`src/rtl/fifo_mem_pkg.sv`:
```
// Shared types and helpers for the FIFO storage bank: FSM state, lane count,
// byte-lane merge and parameter legality.
package fifo_mem_pkg;

    typedef enum logic {
        ST_INIT = 1'b0,
        ST_RUN  = 1'b1
    } state_e;

    // Widest word the lane-merge helper handles; callers size-cast in and out.
    localparam int MAX_W = 256;

    function automatic int calc_nb(input int width, input int byte_w);
        return width / byte_w;
    endfunction

    function automatic bit params_ok(input int depth, input int width, input int addr,
                                     input int byte_w);
        return (byte_w > 0) && (width > 0) && (width % byte_w == 0) && (width <= MAX_W) &&
               (depth > 0) && (addr > 0) && (addr < 32) &&
               (longint'(depth) <= (longint'(1) << addr));
    endfunction

    // Bits in lanes with be set come from new_word, the rest from old_word.
    function automatic logic [MAX_W-1:0] lane_merge(input logic [MAX_W-1:0] old_word,
                                                    input logic [MAX_W-1:0] new_word,
                                                    input logic [MAX_W-1:0] be,
                                                    input int               byte_w);
        logic [MAX_W-1:0] merged;
        for (int i = 0; i < MAX_W; i++) begin
            merged[i] = be[i / byte_w] ? new_word[i] : old_word[i];
        end
        return merged;
    endfunction

endpackage

```
`src/rtl/fifo_mem_init_seq.sv`:
```
// INIT/RUN sequencer: walks a zeroing cursor over the array after reset or clear
// and muxes the array write port between the zero-fill and the user write.
module fifo_mem_init_seq
    import fifo_mem_pkg::*;
#(
    parameter int   DEPTH        = 32,
    parameter int   WIDTH        = 32,
    parameter int   ADDR         = 5,
    parameter int   BYTE_W       = 8,
    parameter int   CLR_ON_RESET = 1,
    localparam int  NB           = WIDTH / BYTE_W
) (
    input  logic             clk,
    input  logic             reset_b,
    input  logic             i_clear,
    input  logic             i_write,
    input  logic             i_wfull,
    input  logic [NB-1:0]    i_wbe,
    input  logic [ADDR-1:0]  i_waddr,
    input  logic [WIDTH-1:0] i_wdata,
    output logic             o_init_done,
    output logic             o_mem_we,
    output logic [NB-1:0]    o_mem_be,
    output logic [ADDR-1:0]  o_mem_addr,
    output logic [WIDTH-1:0] o_mem_wdata,
    output logic             o_wr_accept,
    output logic             o_wr_reject
);

    localparam state_e        RST_STATE   = (CLR_ON_RESET != 0) ? ST_INIT : ST_RUN;
    localparam logic [ADDR-1:0] CURSOR_LAST = ADDR'(DEPTH - 1);

    state_e          r_state;
    state_e          w_state_nxt;
    logic [ADDR-1:0] r_cursor;
    logic [ADDR-1:0] w_cursor_nxt;
    logic            w_run;
    logic            w_waddr_ok;

    always_ff @(posedge clk or negedge reset_b) begin
        if (!reset_b) begin
            r_state  <= RST_STATE;
            r_cursor <= '0;
        end else begin
            r_state  <= w_state_nxt;
            r_cursor <= w_cursor_nxt;
        end
    end

    always_comb begin
        w_state_nxt  = r_state;
        w_cursor_nxt = r_cursor;
        unique case (r_state)
            ST_INIT: begin
                if (i_clear) begin
                    w_cursor_nxt = '0;
                end else if (r_cursor == CURSOR_LAST) begin
                    w_state_nxt  = ST_RUN;
                    w_cursor_nxt = '0;
                end else begin
                    w_cursor_nxt = r_cursor + 1'b1;
                end
            end
            ST_RUN: begin
                if (i_clear) begin
                    w_state_nxt  = ST_INIT;
                    w_cursor_nxt = '0;
                end
            end
        endcase
    end

    always_comb begin
        w_run       = (r_state == ST_RUN);
        w_waddr_ok  = (int'(i_waddr) < DEPTH);
        o_init_done = w_run;
        o_wr_accept = w_run & i_write & ~i_wfull & ~i_clear & w_waddr_ok;
        o_wr_reject = i_write & ~o_wr_accept;
        // While initialising the port belongs to the zero-fill at the cursor.
        o_mem_we    = w_run ? o_wr_accept : 1'b1;
        o_mem_be    = w_run ? i_wbe : '1;
        o_mem_addr  = w_run ? i_waddr : r_cursor;
        o_mem_wdata = w_run ? i_wdata : '0;
    end

endmodule

```
`src/rtl/fifo_mem_bank.sv`:
```
// FIFO storage array with byte-lane writes, optional registered read with
// write-first bypass, sequenced clear and dropped-write reporting.
module fifo_mem_bank
    import fifo_mem_pkg::*;
#(
    parameter int  DEPTH        = 32,
    parameter int  WIDTH        = 32,
    parameter int  ADDR         = 5,
    parameter int  BYTE_W       = 8,
    parameter int  REG_OUT      = 1,
    parameter int  CLR_ON_RESET = 1,
    localparam int NB           = WIDTH / BYTE_W
) (
    input  logic             clk,
    input  logic             reset_b,
    input  logic             i_clear,
    input  logic             i_write,
    input  logic             i_wfull,
    input  logic [NB-1:0]    i_wbe,
    input  logic [ADDR-1:0]  i_waddr,
    input  logic [WIDTH-1:0] i_wdata,
    input  logic             i_read,
    input  logic [ADDR-1:0]  i_raddr,
    output logic [WIDTH-1:0] o_rdata,
    output logic             o_rvalid,
    output logic             o_init_done,
    output logic             o_wr_drop
);

    if (!params_ok(DEPTH, WIDTH, ADDR, BYTE_W)) begin : g_bad_params
        $error("fifo_mem_bank: illegal DEPTH/WIDTH/ADDR/BYTE_W combination");
    end

    logic [WIDTH-1:0] r_mem [DEPTH];
    logic             r_wr_drop;

    logic             w_init_done;
    logic             w_mem_we;
    logic [NB-1:0]    w_mem_be;
    logic [ADDR-1:0]  w_mem_addr;
    logic [WIDTH-1:0] w_mem_wdata;
    logic             w_wr_accept;
    logic             w_wr_reject;
    logic             w_raddr_ok;
    logic [WIDTH-1:0] w_rd_word;

    fifo_mem_init_seq #(
        .DEPTH        (DEPTH),
        .WIDTH        (WIDTH),
        .ADDR         (ADDR),
        .BYTE_W       (BYTE_W),
        .CLR_ON_RESET (CLR_ON_RESET)
    ) u_init_seq (
        .clk         (clk),
        .reset_b     (reset_b),
        .i_clear     (i_clear),
        .i_write     (i_write),
        .i_wfull     (i_wfull),
        .i_wbe       (i_wbe),
        .i_waddr     (i_waddr),
        .i_wdata     (i_wdata),
        .o_init_done (w_init_done),
        .o_mem_we    (w_mem_we),
        .o_mem_be    (w_mem_be),
        .o_mem_addr  (w_mem_addr),
        .o_mem_wdata (w_mem_wdata),
        .o_wr_accept (w_wr_accept),
        .o_wr_reject (w_wr_reject)
    );

    // Array contents are deliberately not reset; the init sequence zeroes them.
    always_ff @(posedge clk) begin
        if (w_mem_we) begin
            for (int l = 0; l < NB; l++) begin
                if (w_mem_be[l]) begin
                    r_mem[w_mem_addr][l*BYTE_W +: BYTE_W] <= w_mem_wdata[l*BYTE_W +: BYTE_W];
                end
            end
        end
    end

    always_ff @(posedge clk or negedge reset_b) begin
        if (!reset_b) begin
            r_wr_drop <= 1'b0;
        end else begin
            r_wr_drop <= w_wr_reject;
        end
    end

    always_comb begin
        w_raddr_ok = (int'(i_raddr) < DEPTH);
        w_rd_word  = w_raddr_ok ? r_mem[i_raddr] : '0;
    end

    assign o_init_done = w_init_done;
    assign o_wr_drop   = r_wr_drop;

    if (REG_OUT != 0) begin : g_reg_out
        logic [WIDTH-1:0] r_rdata;
        logic             r_rvalid;
        logic             w_rd_accept;
        logic             w_collide;
        logic [WIDTH-1:0] w_byp;
        logic [WIDTH-1:0] w_rd_next;

        assign w_byp = WIDTH'(lane_merge(MAX_W'(w_rd_word), MAX_W'(i_wdata), MAX_W'(i_wbe),
                                         BYTE_W));

        always_comb begin
            w_rd_accept = w_init_done & i_read;
            w_collide   = w_wr_accept & (i_raddr == i_waddr);
            w_rd_next   = w_collide ? w_byp : w_rd_word;
        end

        always_ff @(posedge clk or negedge reset_b) begin
            if (!reset_b) begin
                r_rdata  <= '0;
                r_rvalid <= 1'b0;
            end else begin
                r_rvalid <= w_rd_accept;
                if (w_rd_accept) begin
                    r_rdata <= w_rd_next;
                end
            end
        end

        assign o_rdata  = r_rdata;
        assign o_rvalid = r_rvalid;
    end else begin : g_comb_out
        logic w_unused_read;
        assign w_unused_read = i_read;
        assign o_rdata       = w_rd_word;
        assign o_rvalid      = w_init_done;
    end

endmodule

```
`config.mk`:
```
export PLATFORM = sky130hd
export DESIGN_NAME = fifo_mem_bank
export DESIGN_NICKNAME = d
export VERILOG_FILES = /design/src/rtl/fifo_mem_pkg.sv /design/src/rtl/fifo_mem_init_seq.sv /design/src/rtl/fifo_mem_bank.sv
export SDC_FILE = /design/constraint.sdc
export NUM_CORES = 1
export LEC_CHECK = 0
export ABC_AREA = 1
export CORE_UTILIZATION = 50
export CTS_CLUSTER_SIZE = 30
export DETAILED_ROUTE_END_ITERATION = 6
export HOLD_SLACK_MARGIN = 0.08
export PLACE_DENSITY = 0.67
export SKIP_LAST_GASP = 1
export SYNTH_ARGS = -nofsm -noshare
export SYNTH_HDL_FRONTEND = slang
export SYNTH_SLANG_ARGS = --single-unit
```
`constraint.sdc`:
```
create_clock -name clk -period 2.3 [get_ports clk]
set_clock_uncertainty 0.05 [all_clocks]
set_input_delay 0.575 -clock clk [delete_from_list [all_inputs] [get_ports clk]]
set_output_delay 0.575 -clock clk [all_outputs]
set_load 0.02 [all_outputs]
```
Word level (Yosys, flattened, before mapping)
Memories as Yosys holds them, arrays and structs flattened.
Index checks and enable logic that the tools add are counted.

word-level totals
  memory bits (writable) = 1,024
  latch bits = 0
  memory bits (read-only) = 0
  output and inout port bits = 35
  bits in registers = 40
  word-level logic and storage cells = 77
  input port bits = 52
  memories kept = 1

cells by class
  order comparisons = 0
  add/sub/neg operators = 1
  bitwise logic cells = 10
  shift operators = 0
  multipliers = 0
  divide/modulo/power cells = 0
  reduce and logical (&&, ||, !) cells = 0
  eq/ne operators = 3
  multiplexer cells = 57

memories
  name   words  width  read ports  clocked after Yosys merged registers in  write ports  RTL line             RTL
  r_mem  32     32     1           0                                        1            fifo_mem_bank.sv:34  logic [WIDTH-1:0] r_mem [DEPTH];

operator list
  operator             count
  $mux 32              2
  $mux 1               48
  $mux 5               4
  $pmux 5 s2           1
  $and 1x1->1          6
  $add 5x1->5 const B  1
  $eq 5x5->1           1
  $eq 5x5->1 const B   1
  $mux 4               1
  $not 1->1            4
  $ne 2x2->1 const B   1
  $pmux 1 s2           1

Logic depth before layout (Yosys ltp)
  word-level depth = 6
  depth in mapped cells = 14
  mapped depth without buffers = 11

By module
From an unflattened synthesis, not the netlist that was laid out.

unflattened totals
  cells, all modules = 4,574
  area, all modules = 46,711.0 um^2

modules (own cells, without submodules)
  module             area an instance (um^2)  seq. area each (um^2)  cells each  instances
  fifo_mem_bank      45,987.9                 31,600.3               4,448       1
  fifo_mem_init_seq  723.2                    150.1                  126         1

Least setup slack after synthesis
Ideal clock, no wire load.

  kind = register -> register
  start = register u_init_seq.r_state, in the netlist u_init_seq.o_init_done
  end = memory r_mem[19][0], enable pin
  clock period less this slack = 2.261 ns
  path slack = 0.039 ns
  path buffers = 1
  arrival time = 1.841 ns
  setup time = 0.370 ns
  cell stages (with the launch flop) = 9
  data required time = 1.880 ns
  cells stage by stage = dfrtp_1 inv_2 buf_2 or2_1 o21ai_2 inv_2 nor2_1 nand2_1 nor2_1

between the ends
  cells in the longest elaborated chain, start to end = 6
  elaborated cells on any way between the ends = 9
  classes of those cells = mux (6); bitwise (3)

RTL lines
  element                       RTL line                 RTL
  start, declared               fifo_mem_init_seq.sv:33  state_e r_state;
  start signal, assigned        fifo_mem_init_seq.sv:45  r_state <= w_state_nxt;
  $and 1x1->1 (3 in series)     fifo_mem_init_seq.sv:77  o_wr_accept = w_run & i_write & ~i_wfull & ~i_clear & w_waddr_ok;
  $mux 1                        fifo_mem_init_seq.sv:80  o_mem_we = w_run ? o_wr_accept : 1'b1;
  $mux 1                        fifo_mem_bank.sv:73      if (w_mem_we) begin
  $mux 1 (implied by the code)  fifo_mem_bank.sv:76      r_mem[w_mem_addr][l*BYTE_W +: BYTE_W] <= w_mem_wdata[l*BYTE_W +: BYTE_W];
  end, declared                 fifo_mem_bank.sv:34

Parallel ways exist; a longest one is shown, timed or not.

Final worst setup path
  start = register u_init_seq.r_state, in the netlist u_init_seq.o_init_done
  end = memory r_mem[13][24], enable pin

Same word-level chain as after synthesis.

==> flow_summary.yaml <==
finish:
  area_growth_pct: 20.2
  fin_cells: 6370
  layout_common_cells: "nand2_1 (1732), edfxtp_1 (1024), nand3_1 (677), inv_1 (621), buf_4 (330)"
  drive_above_1_share: 0.125
  final_common_cell: "nand2_1"
  fill_cells: 7452
  layout.nets: 5090
drt:
  num_vias: 33769
  finalWirelength_mm: 128
  drc: 0
  dr.pass1.iters: 6
  first_iter_violations: 4149
  vias_per_cell: 5.30
  wl_per_cell_um: 20.1
  ant_nets: 0
yosys:
  async_reset_ff_frac: 0.0376
  yosys.area.top_type: "edfxtp_1"
  avgSynthCellArea_um2: 9.97
  synth_cell_types: 27
  syn_area_um2: 46500
  synth_top_area_frac: 0.661
  ys_ff_latch: 1064
  ys_top_cells_by_area: "edfxtp_1 (66%), nand2_1 (14%), nand3_1 (7.3%)"
  ys_seq_area_frac: 0.683
  yosysWarnings: 0
  synth_enable_flop_cells: 1024
  synthesis.nets: 4718
  ys.flop_type: "edfxtp_1"
  synth_cells: 4664
power:
  p_total_mw: 45.1
  p_comb_frac: 0.105
  p_sw_mw: 10.7
  p_int_mw: 34.4
  clockPowerShare: 0.396
  pwr-share-seq: 0.499
  netSwitchingFraction: 0.237
  pwr_density_cell_nw_per_um2: 808
  power.leakage_nw: 24.9
  vdd_drop_max_mv: 0.630
job:
  cap_violations: 0
sta:
  fin_crit_ps: 2320
  setup_viol: 8
  hold_viol: 0
  tightest_slew_ps: 750
  setup_slack_ps: -24.8
  fin_setup_tns_ps: -180
  slew_viol_final: 0
  fin_crit_sh: 1.01
  rsz0062_at_grt: "yes"
  fmaxAchievable_mhz: 430
  slew_headroom: 0.500
global_route:
  grt_max_degree: 59
  grtUsageTotal: 0.273
  first_global_vias: 32103
  grt_first_pass_wirelength_mm: 192
  antenna_found_initial: 2
  overflow: 0
floorplanning:
  ios: 87
  die_y_um: 307
  die_x_um: 307
  design.die.area_um2: 94200
  start_util: 0.506
  placeableCoreArea_um2: 91900
  fp-row-count: 111
clocking:
  cts_root_buffer: "clkbuf_16"
  htreeDepth: 3
  cts_sinks: 1064
  clock_latency_ps: 690
  path_clk_slew_ps: 60
  cts-buffers-inserted: 108
  cts_tree: "yes"
  clockBufferDepth: 3
setup_path:
  start_kind: "flop"
  crit_fanout: 8
  endpoint_kind: "flop"
  worstPathRequired_ps: 2650
  worstSetupPathType: "flop to flop"
  arrival_ps: 2670
placement:
  finalWeightedCongestion: 0.948
  dp.cells: 6162
  hpwl_mm: 82.2
  portBuffers: 86
outcome:
  violations: "setup timing"
  status: "finished, violations left"
hold_path:
  hold_class: "input pin to asynchronous set/reset pin"
[synthesized netlist by cell type, types with 3 or more instances]
library cell	number
nand2_1	1740
edfxtp_1	1024
nand3_1	678
inv_1	622
nor2_1	204
clkbuf_1	117
buf_2	89
buf_1	42
dfrtp_1	40
o21ai_0	33
nand4_1	32
inv_2	6
nor2_2	6
a21oi_1	5
xor2_1	4
or2_1	3
xnor2_1	3
[critical path, stage by stage (launching register included)]
cell	delay, ps
dfrtp_2	480
inv_4	90
or2_1	250
o21ai_4	110
inv_2	100
nor2_4	190
buf_4	160
nand2_1	110
buf_4	190
nor2_1	110
buf_4	190
[stage by stage]
step	area (µm²)	util	hold WS, ps	worst slack [ps]
3_5_place_dp	52100	0.566	414	-825
3_3_place_gp	52100	0.566	416	-828
6_report	55900	0.608	364	-24.8
2_1_floorplan	46500	-	229	38.6
5_1_grt	55900	0.608	380	-107
4_1_cts	55700	0.606	352	-9.95
[cells by family (layout without fill, tap and decap cells)]
logic type,count (synthesis),in the layout,share of synthesized area
simple gates,2668,2668,0.237
compound gates,45,45,0.00511
buf+inv,878,1340,0.0735
other cells,0,1,0
fa+ha+maj,2,2,0.000538
xor+xnor,7,7,0.00132
flops,1064,1064,0.683
[state kept, by name, summed over array words and instances (netlist names)]
register                cells
o_rdata                    32
o_rvalid                    1
o_wr_drop                   1
r_mem                    1024
u_init_seq.o_init_done      1
u_init_seq.r_cursor         5
[power by group through the flow]
stage          registers (mW)  clock network, mW  logic, mW
5_1_grt                  22.6               18.8       5.15
6_report                 22.5               17.9       4.74
2_1_floorplan            22.9                  0       2.40
4_1_cts                  22.5               18.0       4.63
3_5_place_dp             22.9                  0       4.60
3_3_place_gp             22.9                  0       4.53
[repair_timing]
item | 4_1_cts | 5_1_grt
pin swaps | 1 | 3
setup endpoints to repair | 547 | 766
resized for setup | 46 | 31
hold buffers | 1 | 0
buffers inserted | 2 | 4
endpoints found under the hold margin | 40 | 0
[layout make-up]
| cell class | count | area, µm² | area share |
|---|---|---|---|
| clock buffer | 128 | 2860 | 0.0512 |
| antenna | 1 | 2.50 | 0.0000448 |
| tap | 1243 | 1560 | 0.0278 |
| clock inverter | 72 | 758 | 0.0136 |
| timing repair buffer | 512 | 5110 | 0.0915 |
| multi-input combinational | 2722 | 11400 | 0.205 |
| inverter | 628 | 2380 | 0.0426 |
| sequential | 1064 | 31800 | 0.568 |
[layer usage]
metal / global-route usage / up-vias / wire, µm
met5: 0 / - / 13
met4: 0.0977 / 2 / 4010
met1: 0.387 / 16024 / 52900
met3: 0.0409 / 228 / 12300
li1: - / 15849 / -
met2: 0.428 / 1666 / 58900
[path summary, 6_finish.rpt]
kind / startpoint / end / slack, ps / cells past startpoint
hold reg to reg: o_rdata[14] / o_rdata[14] / 430 / 2
max in group asynchronous: reset_b / o_rdata[29] / 1550 / 3
hold / removal: reset_b / o_rvalid / 360 / 3
setup reg to reg: u_init_seq.o_init_done / r_mem[13][24] / -20 / 10
min in group clk: o_rdata[14] / o_rdata[14] / 430 / 2
setup / recovery: u_init_seq.o_init_done / r_mem[13][24] / -20 / 10
No activity file was read; power rests on OpenSTA's default activity.
